<file path="src/rtl/bn_pkg.sv">
// rtl/bn_pkg.sv - factor codes, error and state enumerations for the BN parameter path
package bn_pkg;

    localparam logic [3:0] BN_ZERO  = 4'b0000;
    localparam logic [3:0] BN_X1    = 4'b0100;
    localparam logic [3:0] BN_X8    = 4'b0011;
    localparam logic [3:0] BN_OVR_A = 4'b0111;
    localparam logic [3:0] BN_OVR_B = 4'b1011;
    localparam logic [3:0] BN_OVR_C = 4'b1111;

    typedef enum logic [1:0] {
        ERR_NONE   = 2'd0,
        ERR_ADDR   = 2'd1,
        ERR_FACTOR = 2'd2,
        ERR_ADDEND = 2'd3
    } bn_err_e;

    typedef enum logic [1:0] {
        S_ADDR   = 2'd0,
        S_FACTOR = 2'd1,
        S_ADDEND = 2'd2,
        S_CHECK  = 2'd3
    } bn_state_e;

    // Zero and the multipliers above x8 cannot be represented by the datapath.
    function automatic logic bn_factor_valid(input logic [3:0] code);
        return !(code inside {BN_ZERO, BN_OVR_A, BN_OVR_B, BN_OVR_C});
    endfunction

endpackage

</file>
<file path="src/rtl/bn_param_bank.sv">
// rtl/bn_param_bank.sv - double-buffered shadow/active BN parameter bank
module bn_param_bank
    import bn_pkg::*;
#(
    parameter int NEURONS      = 4,
    parameter int ADDEND_WIDTH = 4,
    parameter int ADDR_WIDTH   = 2
) (
    input  logic                    clk,
    input  logic                    rst_n,
    input  logic                    wr_en,
    input  logic [ADDR_WIDTH-1:0]   wr_addr,
    input  logic [3:0]              wr_factor,
    input  logic [ADDEND_WIDTH-1:0] wr_addend,
    input  logic                    apply,
    input  logic [ADDR_WIDTH-1:0]   rd_addr,
    output logic [3:0]              rd_factor,
    output logic [ADDEND_WIDTH-1:0] rd_addend
);

    logic [3:0]              shadow_factor [NEURONS];
    logic [ADDEND_WIDTH-1:0] shadow_addend [NEURONS];
    logic [3:0]              active_factor [NEURONS];
    logic [ADDEND_WIDTH-1:0] active_addend [NEURONS];

    // apply copies the shadow value from before this edge's write, so a
    // write landing on an apply edge waits for the following apply.
    always_ff @(posedge clk or negedge rst_n) begin
        if (!rst_n) begin
            for (int i = 0; i < NEURONS; i++) begin
                shadow_factor[i] <= BN_X1;
                shadow_addend[i] <= '0;
                active_factor[i] <= BN_X1;
                active_addend[i] <= '0;
            end
        end else begin
            for (int i = 0; i < NEURONS; i++) begin
                if (wr_en && wr_addr == ADDR_WIDTH'(i)) begin
                    shadow_factor[i] <= wr_factor;
                    shadow_addend[i] <= wr_addend;
                end
                if (apply) begin
                    active_factor[i] <= shadow_factor[i];
                    active_addend[i] <= shadow_addend[i];
                end
            end
        end
    end

    always_comb begin
        rd_factor = BN_X1;
        rd_addend = '0;
        for (int i = 0; i < NEURONS; i++) begin
            if (rd_addr == ADDR_WIDTH'(i)) begin
                rd_factor = active_factor[i];
                rd_addend = active_addend[i];
            end
        end
    end

endmodule

</file>
<file path="src/rtl/bn_param_loader.sv">
// rtl/bn_param_loader.sv - nibble-stream BN frame loader with validation and bank
module bn_param_loader
    import bn_pkg::*;
#(
    parameter int NEURONS      = 4,
    parameter int ADDEND_WIDTH = 4,
    parameter int ADDR_WIDTH   = (NEURONS > 1) ? $clog2(NEURONS) : 1
) (
    input  logic                    clk,
    input  logic                    rst_n,
    input  logic                    cfg_valid,
    input  logic [3:0]              cfg_data,
    output logic                    cfg_ready,
    input  logic                    apply,
    output logic                    cfg_done,
    output logic                    cfg_error,
    output logic [1:0]              err_code,
    input  logic [ADDR_WIDTH-1:0]   rd_addr,
    output logic [3:0]              rd_factor,
    output logic [ADDEND_WIDTH-1:0] rd_addend
);

    bn_state_e               state;
    logic [3:0]              addr_q;
    logic [3:0]              factor_q;
    logic [ADDEND_WIDTH-1:0] addend_q;
    logic                    chk_ok;
    logic                    chk_err;
    bn_err_e                 chk_code;
    bn_err_e                 err_q;
    bn_err_e                 verdict;
    logic                    xfer;

    assign cfg_ready = (state != S_CHECK);
    assign xfer      = cfg_valid && cfg_ready;
    assign err_code  = err_q;

    always_comb begin
        verdict = ERR_NONE;
        if (int'(addr_q) >= NEURONS)
            verdict = ERR_ADDR;
        else if (!bn_factor_valid(factor_q))
            verdict = ERR_FACTOR;
        else if (factor_q == BN_X8 && addend_q != '0)
            verdict = ERR_ADDEND;
    end

    // The verdict is latched on leaving S_CHECK and acted on one edge later;
    // addr_q may already hold the next frame's address by then, but the bank
    // samples it before that edge updates it.
    always_ff @(posedge clk or negedge rst_n) begin
        if (!rst_n) begin
            state     <= S_ADDR;
            addr_q    <= '0;
            factor_q  <= '0;
            addend_q  <= '0;
            chk_ok    <= 1'b0;
            chk_err   <= 1'b0;
            chk_code  <= ERR_NONE;
            cfg_done  <= 1'b0;
            cfg_error <= 1'b0;
            err_q     <= ERR_NONE;
        end else begin
            cfg_done  <= chk_ok;
            cfg_error <= chk_err;
            if (chk_err)
                err_q <= chk_code;
            chk_ok  <= 1'b0;
            chk_err <= 1'b0;
            case (state)
                S_ADDR: if (xfer) begin
                    addr_q <= cfg_data;
                    state  <= S_FACTOR;
                end
                S_FACTOR: if (xfer) begin
                    factor_q <= cfg_data;
                    state    <= S_ADDEND;
                end
                S_ADDEND: if (xfer) begin
                    addend_q <= cfg_data[ADDEND_WIDTH-1:0];
                    state    <= S_CHECK;
                end
                S_CHECK: begin
                    chk_ok   <= (verdict == ERR_NONE);
                    chk_err  <= (verdict != ERR_NONE);
                    chk_code <= verdict;
                    state    <= S_ADDR;
                end
                default: state <= S_ADDR;
            endcase
        end
    end

    bn_param_bank #(
        .NEURONS      (NEURONS),
        .ADDEND_WIDTH (ADDEND_WIDTH),
        .ADDR_WIDTH   (ADDR_WIDTH)
    ) u_bank (
        .clk       (clk),
        .rst_n     (rst_n),
        .wr_en     (chk_ok),
        .wr_addr   (ADDR_WIDTH'(addr_q)),
        .wr_factor (factor_q),
        .wr_addend (addend_q),
        .apply     (apply),
        .rd_addr   (rd_addr),
        .rd_factor (rd_factor),
        .rd_addend (rd_addend)
    );

endmodule

</file>
<file path="config.mk">
export PLATFORM = sky130hd
export DESIGN_NAME = bn_param_loader
export DESIGN_NICKNAME = d
export VERILOG_FILES = /design/src/rtl/bn_pkg.sv /design/src/rtl/bn_param_bank.sv /design/src/rtl/bn_param_loader.sv
export SDC_FILE = /design/constraint.sdc
export NUM_CORES = 1
export LEC_CHECK = 0
export ABC_CLOCK_PERIOD_IN_PS = 1500
export CORE_AREA = 2 2 104 106
export CTS_CLUSTER_SIZE = 24
export DETAILED_ROUTE_END_ITERATION = 10
export DIE_AREA = 0 0 106 108
export HOLD_SLACK_MARGIN = 0.06
export PLACE_DENSITY = 0.56
export SLEW_MARGIN = 20
export SYNTH_ARGS = -nofsm -noshare
export SYNTH_HDL_FRONTEND = slang
export SYNTH_SLANG_ARGS = --single-unit
</file>
<file path="constraint.sdc">
create_clock -name clk -period 1.5 [get_ports clk]
set_clock_uncertainty 0.05 [all_clocks]
set_input_delay 0.3 -clock clk [delete_from_list [all_inputs] [get_ports clk]]
set_output_delay 0.3 -clock clk [all_outputs]
set_load 0.01 [all_outputs]
</file>
**Word level (Yosys, flattened, before mapping)**

Cells that the tools add are included.

- Equality and inequality tests: 17
- Order comparisons: 1
- Muxes and demuxes: 17
- Reduce and logical (&&, ||, !) cells: 18

Operators by type and width:

| cell | number |
|---|---|
| $mux W4 | 8 |
| $eq A2 B2 Y1 const B | 6 |
| $mux W2 | 6 |
| $eq A4 B4 Y1 const B | 2 |
| $logic_not A2 Y1 | 4 |
| $ne A2 B2 Y1 const B | 4 |
| $pmux W2 S4 | 1 |
| $reduce_bool A4 Y1 | 2 |
| $eq A2 B1 Y1 const B | 3 |
| $logic_and A1 B1 Y1 | 6 |
| $reduce_and A2 Y1 | 3 |
| $eq A4 B2 Y1 const B | 1 |
| $eq A4 B3 Y1 const B | 1 |
| $ge A4 B3 Y1 const B | 1 |
| $logic_not A4 Y1 | 1 |
| $reduce_and A3 Y1 | 1 |
| $mux W1 | 2 |
| $reduce_bool A2 Y1 | 1 |

- Output and inout bits: 13
- Word-level logic and storage cells: 79
- Bits of input ports: 10
- Flip-flop bits (word level): 86

**Logic depth before layout (Yosys ltp)**

- Word-level depth: 7
- Mapped depth: 5
- Mapped depth without buffers: 5

**Cells and area by module**

From an unflattened synthesis, not the netlist that was laid out.

- Cells, all modules: 214
- Area total of the unflattened synthesis: 3,525.9 µm²

Modules (own cells, without submodules):

| module | area each (µm²) | cells an instance | times used | sequential area each (µm²) |
|---|---|---|---|---|
| bn_param_bank | 2,591.2 | 146 | 1 | 1,611.5 |
| bn_param_loader | 934.6 | 68 | 1 | 550.5 |

**Least setup slack after synthesis**

OpenSTA, ideal clock, no wires.

- Path kind: register to register
- Start point: register addend_q[1]
- End point: register chk_err
- Clock period less this slack: 1.608 ns
- Stages on the path, launching flop included: 4
- Path buffers: 0
- Data required time: 1.326 ns
- Slack: -0.108 ns
- Library setup time: 0.124 ns
- Arrival time: 1.434 ns
- Cell sequence: dfrtp_1 -> or4_4 -> a211o_1 -> o31a_1

- Longest elaborated chain between the ends: 7

Ends and longest elaborated chain:

| item | RTL line | RTL |
|---|---|---|
| start: declaration | bn_param_loader.sv:26 | `logic [ADDEND_WIDTH-1:0] addend_q;` |
| start signal: assignment | bn_param_loader.sv:80 | `addend_q <= cfg_data[ADDEND_WIDTH-1:0];` |
| $reduce_bool A4 Y1 | bn_param_loader.sv:44 | `else if (factor_q == BN_X8 && addend_q != '0)` |
| $logic_and A1 B1 Y1 | bn_param_loader.sv:44 |  |
| $mux W2 | bn_param_loader.sv:44 |  |
| $mux W2 | bn_param_loader.sv:42 | `else if (!bn_factor_valid(factor_q))` |
| $mux W2 | bn_param_loader.sv:40 | `if (int'(addr_q) >= NEURONS)` |
| $reduce_bool A2 Y1 | bn_param_loader.sv:85 | `chk_err <= (verdict != ERR_NONE);` |
| $mux W1 | bn_param_loader.sv:70 | `case (state)` |
| end signal: assignment | bn_param_loader.sv:85 |  |
| end: declaration | bn_param_loader.sv:28 | `logic chk_err;` |

No other way between the ends.
A chain may end at the register's enable or synchronous reset.

**Final worst setup path**

- Start point: register u_bank.active_addend[5] in the netlist's numbering
- End point: output rd_addend[1]

- Longest elaborated chain between the ends: 2

Ends and longest elaborated chain:

| item | RTL line | RTL |
|---|---|---|
| start: declaration | bn_param_bank.sv:24 | `logic [ADDEND_WIDTH-1:0] active_addend [NEURONS];` |
| start signal: indexed assignment | bn_param_bank.sv:44 | `active_addend[i] <= shadow_addend[i];` |
| $mux W4 (2 in series) | bn_param_bank.sv:54 | `if (rd_addr == ADDR_WIDTH'(i)) begin` |
| end: declaration | bn_param_loader.sv:20 | `output logic [ADDEND_WIDTH-1:0] rd_addend` |

No other way between the ends.

==> metrics.txt <==
DRC violation count after routing=0; Tot Pwr=8.220 mW; Die Area=11450 µm²; Comb pwr share=32.9%; largest net degree at the start of global routing=33; GRT Residual Overflow=0; critical path launch point type=flip-flop; first-pass GRT wire length=10.77 mm; fillers=937; reg2reg end=chk_err; switching pwr=2.411 mW; Setup crit end=rd_addend[1]; Die Span Y=108 µm; GRT Util Overall=12.48%; WP data required=1.15 ns; Post-Synthesis Net Count=229; Ys Warns=0; synth unique cells=26; Post-DP HPWL=4.377 mm; sw frac=29.33%; CTS Buf Count=9; final core utilization=43.05%; final period utilization=114.7%; Final Worst Setup Slack=-0.2200 ns; placer congestion estimate=0.6864; Non-Filler Instances=410; setup TNS=-1.984 ns; Least-Margin Pin Slew=0.3536 ns; std cell rows=37; FF-to-FF path depth=3; Post-synth EDFFs=0; upper clock frequency limit=581.4 MHz; Yosys top cell area share=55.75%; CTS Buffer Depth=2; IO Count=23; worst min-delay path category=input pin to asynchronous set/reset pin; unrepaired setup endpoints after global routing=yes; arrival time worst endpoint=1.37 ns; fraction of the yosys area taken by sequential cells=61.76%; wire per inst=15.73 µm; final hold violations=0; Clock power frac=20.0%; # nets final=284; cell accounting for the most synthesized area=dfrtp_1; Placed Area=4095 µm²; status=finished, violations left; Syn Inst Count=214; CTS tree=done; Post-Syn Area=3501 µm²; Initial DRC Count=24; ranking of synthesized cells by area=dfrtp_1, mux2_2, dfstp_2; WL final=6.449 mm; initial antenna violation count=0; Critical Path Sink Type=output port; post-layout min period=1.720 ns; Async S/R FF share, synth=100.0%; leakage=2.050 nW; Placed Cells=388; cell area after layout=4404 µm²; vias in the first global route=2029; P_int=5.809 mW; Starting Density=34.22%; Setup Viol. Count Final=12; Max FO, Critical Path=2; clock-pin slew on the worst setup and hold paths=0.09 ns; Crit. Startpoint=u_bank.active_addend[5]; Final Slew Violations=0; max_cap viols=0; Rel. slew slack=76.43%; FF+latch count, synth=86; WHS=0.3358 ns; Vias/cell=4.754; Worst R2R Setup Slack=-0.15 ns; 1st-pass router iterations=4; Peak VDD IR=0.8989 mV; kind of critical path=flip-flop to output port; ys flop type=dfrtp_1; pre-CTS setup slack=-0.8267 ns; Port Buffers=22; worst flop-to-flop path startpoint=addend_q[1]; Clock Latency Late Sink=0.35 ns; Pwr per Cell Area=1866 nW/µm²; layout cells sized above 1=58.03%; failing checks=setup timing; Root Buffer=clkbuf_8; core area=10230 µm²; clk sink count=86; Post-Syn Area per Cell=16.36 µm²; sequential power share=47.1%; die width=106 µm; CTS H-Tree Depth=3; diodes inserted=0; synthesis-to-finish area growth=25.80%; DRT antenna net count=0; via count=1949
==> layer usage <==
| layer | wire, µm | track usage [%] | part of all wire (%) |
|---|---|---|---|
| met1 | 3206 | 17.39 | 50 |
| met2 | 2933 | 18.66 | 45 |
| met3 | 248 | 4.159 | 3.8 |
| met4 | 61 | 3.665 | 0.95 |
| met5 | 0 | 0 | 0 |
==> synthesized netlist by cell type, drive strengths merged, types with 3 or more instances <==
cell type / number
ha: 5
mux2: 78
inv: 3
buf: 5
dfrtp: 78
dfstp: 8
mux4: 8
nand2: 4
nor2: 4
==> power by group through the flow <==
stage | clock network [mW] | logic (mW) | registers [mW]
detailed placement | 0 | 2.52 | 3.93
finish | 1.64 | 2.70 | 3.87
floorplan | 0 | 1.51 | 3.81
CTS | 1.72 | 2.49 | 3.88
global route | 1.80 | 2.97 | 4.01
global placement | 0 | 2.45 | 3.90
==> placed cells by master, fill, tap and decap left out, types with 2 or more instances in the layout <==
cell type / instances
nand2_4: 3
nand3b_1: 2
clkdlybuf4s50_1: 6
inv_1: 2
clkinvlp_4: 4
buf_6: 10
dlygate4sd2_1: 6
mux2_2: 77
clkbuf_8: 10
ha_2: 3
dfrtp_1: 78
nor2_1: 4
buf_12: 5
mux4_2: 8
buf_4: 21
ha_1: 2
dfstp_2: 8
o31a_1: 2
==> critical path: stages (launching register included) <==
cell and delay [ns]:
dfrtp_1 0.40, mux4_2 0.48, buf_6 0.14
==> how the worst min path moves through the flow <==
| stage | from | to | slack, ns | cells past startpoint |
|---|---|---|---|---|
| 4_1_cts | rst_n | u_bank.active_factor[13] | 0.33 | 2 |
| 6_report | rst_n | u_bank.active_factor[13] | 0.34 | 2 |
| 3_3_place_gp | rst_n | u_bank.active_factor[13] | 0.18 | 1 |
| 3_5_place_dp | rst_n | u_bank.active_factor[13] | 0.19 | 1 |
| 2_1_floorplan | rst_n | addend_q[0] | -0.05 | 0 |
| 5_1_grt | rst_n | u_bank.active_factor[13] | 0.35 | 2 |
==> flip-flops by register name, summed over array words and instances, names as in the netlist <==
| signal | cells |
|---|---|
| cfg_done | 1 |
| cfg_error | 1 |
| factor_q | 4 |
| u_bank.shadow_addend | 16 |
| addend_q | 4 |
| addr_q | 4 |
| state | 2 |
| u_bank.active_factor | 16 |
| chk_ok | 1 |
| u_bank.shadow_factor | 16 |
| u_bank.active_addend | 16 |
| chk_code | 2 |
| err_code | 2 |
| chk_err | 1 |
==> cell type report <==
cell class                 instances  area [µm²]  share of cell area [%]
clock buffer                      10       137.6                   3.125
clock inverter                     6       68.82                   1.563
inverter                           3       11.26                  0.2557
multi-input combinational        119        1356                   30.80
sequential                        86        2162                   49.09
tap                              136       170.2                   3.864
timing repair buffer              50       498.0                   11.31
==> cell families (layout without fill, tap and decap cells) <==
logic type | Yosys count | count (layout) | share of synthesized area (%)
compound gates | 9 | 9 | 1.966
fa+ha+maj | 5 | 5 | 1.787
flops | 86 | 86 | 61.76
buf+inv | 9 | 69 | 1.000
simple gates | 19 | 19 | 3.251
mux | 86 | 86 | 30.24
==> what timing repair did <==
item	CTS	global route
pin swaps	2	3
gates resized for setup	46	21
hold buffers	1	0
endpoints found under the setup margin	16	26
setup buffers	3	2
hold endpoints to repair	13	0
(Power assumes the default switching activity.)
